## src/rtl/phase_tracker.sv

```systemverilog
// phase_tracker: synchronizes and debounces a 4-phase one-hot/stage-code pair, checks rotation order and
// emits stage-entry strobes once locked. Define PHASE_TRACKER_TIMEOUT_EN to add the stalled-generator watchdog.
module phase_tracker #(
  parameter int DEB      = 2,
  parameter int SYNC_ROT = 2,
  parameter int CNT_W    = 16,
  parameter int TIMEOUT  = 64
) (
  input  logic             clk,
  input  logic             rst_n,
  input  logic [0:3]       phase_in,
  input  logic [1:0]       stage_in,
  input  logic             err_clear,
  output logic             locked,
  output logic [1:0]       stage_q,
  output logic [0:3]       stage_en,
  output logic             err_pulse,
  output logic             err_sticky,
  output logic [CNT_W-1:0] rotations
);
  localparam int DCW = $clog2(DEB + 1);
  localparam int RCW = $clog2(SYNC_ROT + 1);

  typedef enum logic [1:0] {HUNT = 2'd0, SYNC = 2'd1, LOCKED = 2'd2} state_e;

  state_e         state_q;
  logic [5:0]     sync1_q, sync2_q, cand_q, acc_q;
  logic           acc_vld_q;
  logic [DCW-1:0] deb_q;
  logic [RCW-1:0] rot_q;
  logic           accept_s, valid_s, legal_s, timeout_s, err_det_s;
  logic [0:3]     cand_ph_s, want_ph_s;
  logic [1:0]     cand_st_s, next_st_s;

  // Two-flop synchronizers, then a debounce counter: a pattern is taken once stable for DEB samples.
  always_ff @(posedge clk or negedge rst_n) begin
    if (!rst_n) begin
      sync1_q   <= 6'd0;
      sync2_q   <= 6'd0;
      cand_q    <= 6'd0;
      acc_q     <= 6'd0;
      acc_vld_q <= 1'b0;
      deb_q     <= '0;
    end else begin
      sync1_q <= {phase_in, stage_in};
      sync2_q <= sync1_q;
      if (sync2_q != cand_q) begin
        cand_q <= sync2_q;
        deb_q  <= DCW'(1);
      end else if (deb_q != DCW'(DEB)) begin
        deb_q <= deb_q + DCW'(1);
      end
      if (accept_s) begin
        acc_q     <= cand_q;
        acc_vld_q <= 1'b1;
      end
    end
  end

  // Pattern decode: validity, rotation legality and error detection.
  always_comb begin
    cand_ph_s = cand_q[5:2];
    cand_st_s = cand_q[1:0];
    want_ph_s = 4'b1000 >> cand_st_s;
    next_st_s = stage_q + 2'd1;
    accept_s  = (deb_q == DCW'(DEB)) && (!acc_vld_q || (cand_q != acc_q));
    valid_s   = (cand_ph_s == want_ph_s);
    legal_s   = valid_s && (cand_st_s == next_st_s);
    err_det_s = (state_q != HUNT) && ((accept_s && !legal_s) || timeout_s);
  end

`ifdef PHASE_TRACKER_TIMEOUT_EN
  localparam int WDW = $clog2(TIMEOUT + 1);
  logic [WDW-1:0] wd_q;

  // Idle-cycle watchdog, restarted by every accepted pattern and held clear while hunting.
  always_ff @(posedge clk or negedge rst_n) begin
    if (!rst_n) begin
      wd_q <= '0;
    end else if ((state_q == HUNT) || accept_s) begin
      wd_q <= '0;
    end else if (wd_q != WDW'(TIMEOUT - 1)) begin
      wd_q <= wd_q + WDW'(1);
    end
  end

  assign timeout_s = (state_q != HUNT) && !accept_s && (wd_q == WDW'(TIMEOUT - 1));
`else
  assign timeout_s = (TIMEOUT < 0) ? 1'b1 : 1'b0;
`endif

  // Tracking state machine with all status outputs registered.
  always_ff @(posedge clk or negedge rst_n) begin
    if (!rst_n) begin
      state_q    <= HUNT;
      rot_q      <= '0;
      locked     <= 1'b0;
      stage_q    <= 2'd0;
      stage_en   <= 4'b0000;
      err_pulse  <= 1'b0;
      err_sticky <= 1'b0;
      rotations  <= '0;
    end else begin
      stage_en   <= 4'b0000;
      err_pulse  <= 1'b0;
      locked     <= (state_q == LOCKED);
      // The pulse cycle also sets, so a clear raised alongside err_pulse loses.
      err_sticky <= err_det_s | err_pulse | (err_sticky & ~err_clear);
      case (state_q)
        HUNT: begin
          rot_q <= '0;
          if (accept_s && valid_s && (cand_st_s == 2'd0)) begin
            state_q <= SYNC;
            stage_q <= 2'd0;
          end
        end
        SYNC: begin
          if (err_det_s) begin
            err_pulse <= 1'b1;
            state_q   <= HUNT;
            rot_q     <= '0;
          end else if (accept_s) begin
            stage_q <= cand_st_s;
            if (cand_st_s == 2'd0) begin
              if (rot_q == RCW'(SYNC_ROT - 1)) begin
                state_q  <= LOCKED;
                locked   <= 1'b1;
                stage_en <= 4'b1000;
                rot_q    <= '0;
              end else begin
                rot_q <= rot_q + RCW'(1);
              end
            end
          end
        end
        LOCKED: begin
          if (err_det_s) begin
            err_pulse <= 1'b1;
            state_q   <= HUNT;
            locked    <= 1'b0;
          end else if (accept_s) begin
            stage_q  <= cand_st_s;
            stage_en <= 4'b1000 >> cand_st_s;
            if ((cand_st_s == 2'd0) && (rotations != {CNT_W{1'b1}})) begin
              rotations <= rotations + CNT_W'(1);
            end
          end
        end
        default: begin
          state_q <= HUNT;
          locked  <= 1'b0;
        end
      endcase
    end
  end
endmodule
```

## config.mk

```make
export PLATFORM = sky130hd
export DESIGN_NAME = phase_tracker
export DESIGN_NICKNAME = d
export VERILOG_FILES = /design/src/rtl/phase_tracker.sv
export SDC_FILE = /design/constraint.sdc
export NUM_CORES = 1
export LEC_CHECK = 0
export CAP_MARGIN = 5
export CORE_ASPECT_RATIO = 1.75
export CORE_MARGIN = 10
export CORE_UTILIZATION = 57
export CTS_BUF_LIST = sky130_fd_sc_hd__clkbuf_4
export DETAILED_ROUTE_END_ITERATION = 16
export PLACE_DENSITY = 0.88
export SLEW_MARGIN = 25
export SYNTH_ARGS = -nofsm -noshare
export SYNTH_HDL_FRONTEND = slang
export SYNTH_SLANG_ARGS = --single-unit
```

## constraint.sdc

```tcl
create_clock -name clk -period 2.4 [get_ports clk]
set_input_delay 0.48 -clock clk [delete_from_list [all_inputs] [get_ports clk]]
set_output_delay 0.48 -clock clk [all_outputs]
set_load 0.05 [all_outputs]
```

==> key figures, run 1 <==
Status
  – Result of the run: complete, no violations

Power
  – Worst VDD drop: approximately 0.6 mV
  – Static Leak: between 1 and 1.5 nW
  – Clock network power share: 26.4%
  – Part of the total power dissipated in combinational logic: between 10% and 20%
  – P_int: roughly 1.2 mW
  – Sequential fraction of design power: roughly 57%
  – Ratio of total power to cell area: around 560 nW/um2
  – Switching power of the nets: 0.528 mW
  – Fraction of power spent switching nets: between 30% and 40%

Routing
  – Metal-1 WL: between 2000 and 2500 um
  – Sum of routed wire length over all layers: 5060 um
  – DRT iter0 DRCs: between 100 and 150
  – WL/cell: about 16 um
  – Number of nets still failing antenna checks after routing: 0
  – Top routing layer in use: met4
  – Number of DRC violations after detailed routing: 0
  – Drt via density: 5.74
  – WL met3: between 200 and 250 um
  – TritonRoute pass-1 iters: 4
  – Via Count: roughly 1.8k
  – Routed wl met2: between 2000 and 3000 um

CTS
  – CTS H-tree lvls: 2
  – Number of sinks on the clock net: 56
  – Clock Pin Slew Worst Setup and Hold Paths: 0.18 ns
  – TritonCTS buffer count: 5
  – Maximum buffer depth of the clock tree: 2
  – Cells resized by post-CTS repair: 0
  – CTS root buf: clkbuf_4
  – Clock latency of the later-clocked register in the worst-skew pair: around 0.4 ns
  – CTS tree: done

Hold path
  – Startpoint of the worst hold path: sync1_q[5]
  – Hold-critical path endpoint: sync2_q[5]
  – Class of the worst hold path: flip-flop to flip-flop
  – Hold-critical path depth: 0

Yosys
  – Sequential-to-total area share from yosys stat: 52.7%
  – Synth area leader: dfrtp_1
  – Combinational family with the most area after synthesis: simple AND/OR/NAND/NOR gates
  – Area fraction in compound gates after synthesis: 8.37%
  – Post-synthesis simple-gate area fraction: ~18%
  – Synthesized-area fraction occupied by xor and xnor cells: a little under a tenth
  – Number of register bits inferred by synthesis: 56
  – Proportion of netlist area held by the largest area contributor: 52.7%
  – Number of flops mapped to enable cells by yosys: 0
  – Area of the mapped netlist: approximately 2700 um2
  – Post-synthesis async set-or-reset flop share: 100%
  – Count of mapped cells out of synthesis: approximately 230
  – Synth warn: 0
  – Post-synthesis net count: about 250
  – Distinct cells, synth: between 50 and 60
  – Mux contribution to synthesized area: under 10%
  – Adder-cell share of the synthesized area: about 2.8%
  – Dominant synthesized flop cell: dfrtp_1
  – Dominant cells by area after synthesis: dfrtp_1, xor2_1, xnor2_1, ha_1, nand2_1
  – Post-Syn Area per Cell: roughly 12 um2

Placement
  – Instance area at placement: around 3000 um2
  – Number of port buffers: 33
  – Placer's final routability congestion estimate: around 0.83
  – # placed instances: a little over 300
  – DP Wirelength: ~3800 um

Cells and area
  – Layout Area Growth over Synthesis: 16.2%
  – Antenna Cells: 0
  – Fin cells: about 320
  – Cell area after layout: just over 3000 um2
  – Final net count: about 280
  – Share of final-layout standard cells stronger than drive strength 1: between 10% and 20%

Setup path
  – Reg-to-reg setup timing slack: around 0.16 ns
  – Origin of the worst setup path: cand_q[1]
  – Arrival time of the worst setup path: around 2.6 ns
  – R2r endpoint: stage_q[0]
  – Critical path cell sequence: xor2_1 > nor3_1 > buf_4 > nand4_1 > nand2_1 > nor4_1 > mux2i_1
  – Standard cell with the maximum stage delay on the critical path: dfrtp_1
  – Maximum fanout encountered on the critical timing path: 11
  – Reg-to-reg critical path startpoint: cand_q[1]
  – Required time reported for the critical path endpoint: roughly 2.7 ns
  – Reg2reg path depth: 7
  – Startpoint Class: flip-flop
  – Peak per-stage delay on the critical path: 0.64 ns
  – Category of the worst setup path capture point: flip-flop
  – Kind of critical path: flip-flop to flip-flop

Timing
  – Final worst path period need: about 2.2 ns
  – Final clock skew: between 0.01 and 0.015 ns
  – Number of hold-slack violations in the final timing report: 0
  – Summed negative setup slack over all endpoints: 0 ns
  – Final Cycle Share: 93.4%
  – Max Slew Vio Count: 0
  – Unrepaired setup endpoints after global routing: false
  – Rel. slew slack: 55.5%
  – Setup-violating endpoint count in the final report: 0
  – Post-route worst hold slack: about 0.37 ns
  – Achievable clock frequency: ~450 MHz
  – Transition time at the pin with the least slew margin: between 0.6 and 0.7 ns

Die
  – Starting Density: between 50% and 60%
  – Area of the core region: 4480 um2
  – Placement row count: 32
  – Number of ports placed on the die boundary: 34
  – Area enclosed by the die boundary: around 8000 um2
  – Die X: between 70 and 80 um
  – Die height: 110 um

Global route
  – Vias in the first global route: roughly 1.9k
  – Pin count of the biggest net entering global routing: 23
  – Total overflow reported by the global router: 0
  – Global-route wire length before repair: roughly 8900 um
  – Global router's overall resource usage: between 10% and 20%
  – Antenna violations before repair: 0

Job
  – Max-Cap Viols: 0
==> critical path: cells and delay by family (launching register included) <==
family                 cells  cell delay (ns)
multiplexers               1             0.27
AND/OR/NAND/NOR            4             0.93
XOR/XNOR                   1             0.19
buffers and inverters      1             0.15
flip-flops                 1             0.64
==> logic make-up after synthesis <==
group / count (synthesis)
multiplexers: 11
buffers and inverters: 24
AO/OA/AOI/OAI: 24
flip-flops: 56
XOR/XNOR: 28
adder cells (fa/ha/maj): 6
AND/OR/NAND/NOR: 82
==> cell type report <==
type                            count  area (um2)
Multi-Input combinational cell    151        1150
Inverter                           10        37.5
Fill cell                         346        1390
Clock buffer                        5        37.5
Timing Repair Buffer               39         373
Sequential cell                    56        1400
Clock inverter                      3        28.8
Tap cell                           51        63.8
==> cells in the final DEF (no fill, tap or decap), types with 3 or more instances in the layout <==
cell type,n
a21oi_1,5
buf_4,5
clkbuf_4,5
clkdlybuf4s50_1,32
dfrtp_1,56
ha_1,6
inv_1,10
mux2_2,6
mux2i_1,3
nand2_1,18
nand3_1,8
nand4_1,9
nor2_1,11
nor2b_1,3
nor3_1,7
nor3_2,5
nor3b_1,3
xnor2_1,11
xor2_1,16
==> worst max path at each step <==
stage	end	slack, ns	depth (start not counted)
5_1_grt	stage_q[0]	0.01	7
2_1_floorplan	rotations[5]	0.29	7
4_1_cts	stage_q[0]	0.14	7
6_report	stage_q[0]	0.16	7
3_5_place_dp	stage_q[0]	0.17	7
3_3_place_gp	rotations[14]	0.33	6
==> state kept, by name, summed over array words and instances, names as in the netlist <==
name        flops
rot_q           2
sync1_q         6
stage_q         2
stage_en        4
err_sticky      1
state_q         2
locked          1
err_pulse       1
acc_q           6
rotations      16
cand_q          6
sync2_q         6
deb_q           2
acc_vld_q       1
==> synthesized netlist by cell type, drive strengths merged, types with 2 or more instances <==
| master | count |
|---|---|
| nand4 | 9 |
| dfrtp | 56 |
| a311oi | 2 |
| xor2 | 16 |
| nor3 | 12 |
| mux2i | 3 |
| a41oi | 3 |
| xnor2 | 12 |
| nand3 | 10 |
| nor3b | 3 |
| mux2 | 8 |
| nor2b | 3 |
| or2 | 2 |
| buf | 6 |
| nor2 | 12 |
| a21oi | 5 |
| inv | 10 |
| nand2 | 18 |
| and3 | 2 |
| o21ai | 2 |
| clkbuf | 8 |
| ha | 6 |
| a31oi | 2 |
| nor4 | 4 |
==> timing repair <==
| action | in CTS | in global routing |
|---|---|---|
| endpoints found under the hold margin | 0 | 13 |
| setup buffers | 0 | 0 |
| hold buffers | 0 | 1 |
==> power groups by stage <==
stage               clock network (mW)  logic [mW]  registers, mW
floorplan                            0       0.210           1.00
global placement                     0       0.267           1.01
detailed placement                   0       0.278           1.02
CTS                              0.469       0.279          0.998
global route                     0.505       0.314           1.00
finish                           0.459       0.279          0.997
==> metal layers <==
metal / track usage, % / vias to the layer above
li1: - / 866
met1: 15.3 / 892
met2: 24.4 / 44
met3: 3.58 / 7
met4: 4.86 / 0
met5: 0 / -
==> per-stage QoR <==
stage / setup slack [ns] / util [%] / power [mW]
floorplan: 0.291 / - / 1.21
global placement: 0.327 / 67.3 / 1.28
detailed placement: 0.171 / 67.3 / 1.29
CTS: 0.137 / 68.8 / 1.75
global route: 0.0137 / 69.0 / 1.82
finish: 0.158 / 69.0 / 1.74
Note: power is estimated with default switching activity, not from simulation.
==> inputs of run 2 (changes only) <==
- SETUP_SLACK_MARGIN: not set -> 0.02
==> run 2 against run 1 <==
  * Cell count unchanged
  * Register-to-register slack improved by 0.02 ns
  * Power increased by 0.25%
  * Critical path depth unchanged
  * Via count increased by 0.72%
  * Worst hold slack about the same
  * Utilization increased by 0.14 points
==> key figures, run 2 (synthesized netlist as in run 1, its figures left out) <==
Global route
  – Vias in the first global route: 1881 (unchanged)
  – Total overflow reported by the global router: 0 (unchanged)
  – Global-route wire length before repair: 8880 um (unchanged)
  – Antenna violations before repair: 0 (unchanged)
  – Pin count of the biggest net entering global routing: 23 (unchanged)
  – Global router's overall resource usage: 13.7% (unchanged)

Setup path
  – Maximum fanout encountered on the critical timing path: 11 (unchanged)
  – Category of the worst setup path capture point: flip-flop (unchanged)
  – Required time reported for the critical path endpoint: 2.73 ns (about the same)
  – R2r endpoint: rotations[13] (was stage_q[0])
  – Startpoint Class: flip-flop (unchanged)
  – Kind of critical path: flip-flop to flip-flop (unchanged)
  – Arrival time of the worst setup path: 2.55 ns (was 2.58 ns)
  – Reg-to-reg critical path startpoint: cand_q[1] (unchanged)
  – Reg2reg path depth: 7 (unchanged)
  – Reg-to-reg setup timing slack: 0.18 ns (was 0.16 ns)

CTS
  – CTS tree: done (unchanged)
  – Maximum buffer depth of the clock tree: 2 (unchanged)
  – CTS H-tree lvls: 2 (unchanged)
  – TritonCTS buffer count: 5 (unchanged)
  – Number of sinks on the clock net: 56 (unchanged)
  – Clock latency of the later-clocked register in the worst-skew pair: 0.40 ns (about the same)
  – Clock Pin Slew Worst Setup and Hold Paths: 0.18 ns (about the same)
  – CTS root buf: clkbuf_4 (unchanged)

Hold path
  – Hold-critical path endpoint: sync2_q[5] (unchanged)
  – Startpoint of the worst hold path: sync1_q[5] (unchanged)
  – Hold-critical path depth: 0 (unchanged)
  – Class of the worst hold path: flip-flop to flip-flop (unchanged)

Die
  – Number of ports placed on the die boundary: 34 (unchanged)
  – Die height: 110 um (unchanged)
  – Placement row count: 32 (unchanged)
  – Area of the core region: 4480 um2 (unchanged)
  – Die X: 71.7 um (unchanged)
  – Starting Density: 59.3% (unchanged)
  – Area enclosed by the die boundary: 7910 um2 (unchanged)

Timing
  – Final worst path period need: 2.22 ns (was 2.24 ns)
  – Final Cycle Share: 92.5% (was 93.4%)
  – Number of hold-slack violations in the final timing report: 0 (unchanged)
  – Rel. slew slack: 65.7% (was 55.5%)
  – Max Slew Vio Count: 0 (unchanged)
  – Final Worst Setup Slack: 0.181 ns (was 0.158 ns)
  – Summed negative setup slack over all endpoints: 0 ns (unchanged)
  – Transition time at the pin with the least slew margin: 0.511 ns (was 0.661 ns)
  – Unrepaired setup endpoints after global routing: false (unchanged)
  – Achievable clock frequency: 451 MHz (was 446 MHz)
  – Setup-violating endpoint count in the final report: 0 (unchanged)
  – Final clock skew: 0.0124 ns (was 0.0137 ns)

Cells and area
  – Leading cell type in the layout, fill and taps excluded: dfrtp_1 (unchanged)
  – Seq. cell area: 1400 um2 (unchanged)
  – Top reg by flops: rotations (unchanged)
  – Final net count: 278 (unchanged)
  – Footprint of the multi-input gates: 1160 um2 (was 1150 um2)
  – Cell area after layout: 3100 um2 (was 3090 um2)
  – Antenna Cells: 0 (unchanged)
  – Flip-flop count of the largest register, all copies and words added: 16 (unchanged)
  – Highest-count cells in the layout ignoring fill and taps: dfrtp_1, clkdlybuf4s50_1, nand2_1 (unchanged)
  – Share of final-layout standard cells stronger than drive strength 1: 14.8% (was 14.4%)
  – Layout Area Growth over Synthesis: 16.5% (was 16.2%)
  – Filler cell count in the final layout: 346 (unchanged)

Placement
  – Pre-CTS setup slack: 0.171 ns (unchanged)
  – Number of port buffers: 33 (unchanged)
  – Placer's final routability congestion estimate: 0.835 (unchanged)
  – DP Wirelength: 3780 um (unchanged)
  – Instance area at placement: 3020 um2 (unchanged)

Routing
  – Via Count: 1822 (was 1809)
  – TritonRoute pass-1 iters: 4 (unchanged)
  – DRT iter0 DRCs: 97 (was 116)
  – Number of nets still failing antenna checks after routing: 0 (unchanged)
  – Sum of routed wire length over all layers: 5070 um (was 5060 um)
  – WL/cell: 16.1 um (about the same)
  – Drt via density: 5.78 (was 5.74)
  – Number of DRC violations after detailed routing: 0 (unchanged)

Power
  – Static Leak: 1.36 nW (about the same)
  – Worst VDD drop: 0.612 mV (was 0.602 mV)
  – Ratio of total power to cell area: 561 nW/um2 (about the same)

Status
  – Result of the run: complete, no violations (unchanged)

Job
  – Max-Cap Viols: 0 (unchanged)
-- run 2: cell counts in the layout (fill, tap and decap cells not counted) --
No cell type changed its count.
-- run 2: area by class of cell --
class	instances	share of cell area [%]
clock buffer	5	1.21
clock inverter	3	0.929
inverter	10	1.21
multi-input combinational	151	37.3
sequential	56	45.2
tap	51	2.06
timing repair buffer	39	12.0
-- run 2: metrics by stage --
| step | hold WS (ns) | std cells | util [%] | power, mW |
|---|---|---|---|---|
| final | 0.370 | 315 | 69.1 | 1.74 |
| after global routing | 0.387 | 315 | 69.1 | 1.83 |
| after CTS | 0.00285 | 314 | 68.8 | 1.75 |
| after detailed placement | 0.335 | 306 | 67.3 | 1.29 |
| after global placement | 0.331 | 306 | 67.3 | 1.28 |
| after floorplan | 0.184 | 231 | - | 1.21 |
-- run 2: timing repair --
| item | in CTS | in global routing |
|---|---|---|
| hold buffers | 0 | 1 |
| endpoints found under the setup margin | 0 | 1 |
| gates resized for setup | 0 | 1 |
| setup buffers | 0 | 0 |
| hold endpoints to repair | 0 | 13 |
-- run 2: per-layer routing --
| layer | track usage, % | vias up | part of all wire, % |
|---|---|---|---|
| met5 | 0 | - | 0 |
| met3 | 3.58 | 7 | 4.5 |
| met2 | 24.4 | 49 | 54 |
| met4 | 4.86 | 0 | 1.3 |
| li1 | - | 864 | - |
| met1 | 15.3 | 902 | 40 |
-- run 2: critical path, cell delays in order, from the launching register on --
cell      delay [ns]
dfrtp_1         0.64
xor2_1          0.19
nor3_1          0.07
buf_4           0.15
a41oi_4         0.40
o211ai_4        0.25
nor4_2          0.24
xor2_1          0.20
-- run 2: worst max path at each step --
stage | start | endpoint | depth (start not counted)
floorplan | rotations[0] | rotations[5] | 7
global placement | cand_q[1] | rotations[14] | 6
detailed placement | cand_q[1] | stage_q[0] | 7
CTS | cand_q[1] | stage_q[0] | 7
global route | cand_q[1] | rotations[13] | 7
finish | cand_q[1] | rotations[13] | 7
-- run 2: where the power goes --
| part | switching [mW] | internal (mW) | leakage [nW] |
|---|---|---|---|
| clock | 0.333 | 0.130 | 0.0381 |
| sequential | 0.0265 | 0.971 | 0.733 |
| combinational | 0.173 | 0.106 | 0.586 |
| total | 0.532 | 1.21 | 1.36 |
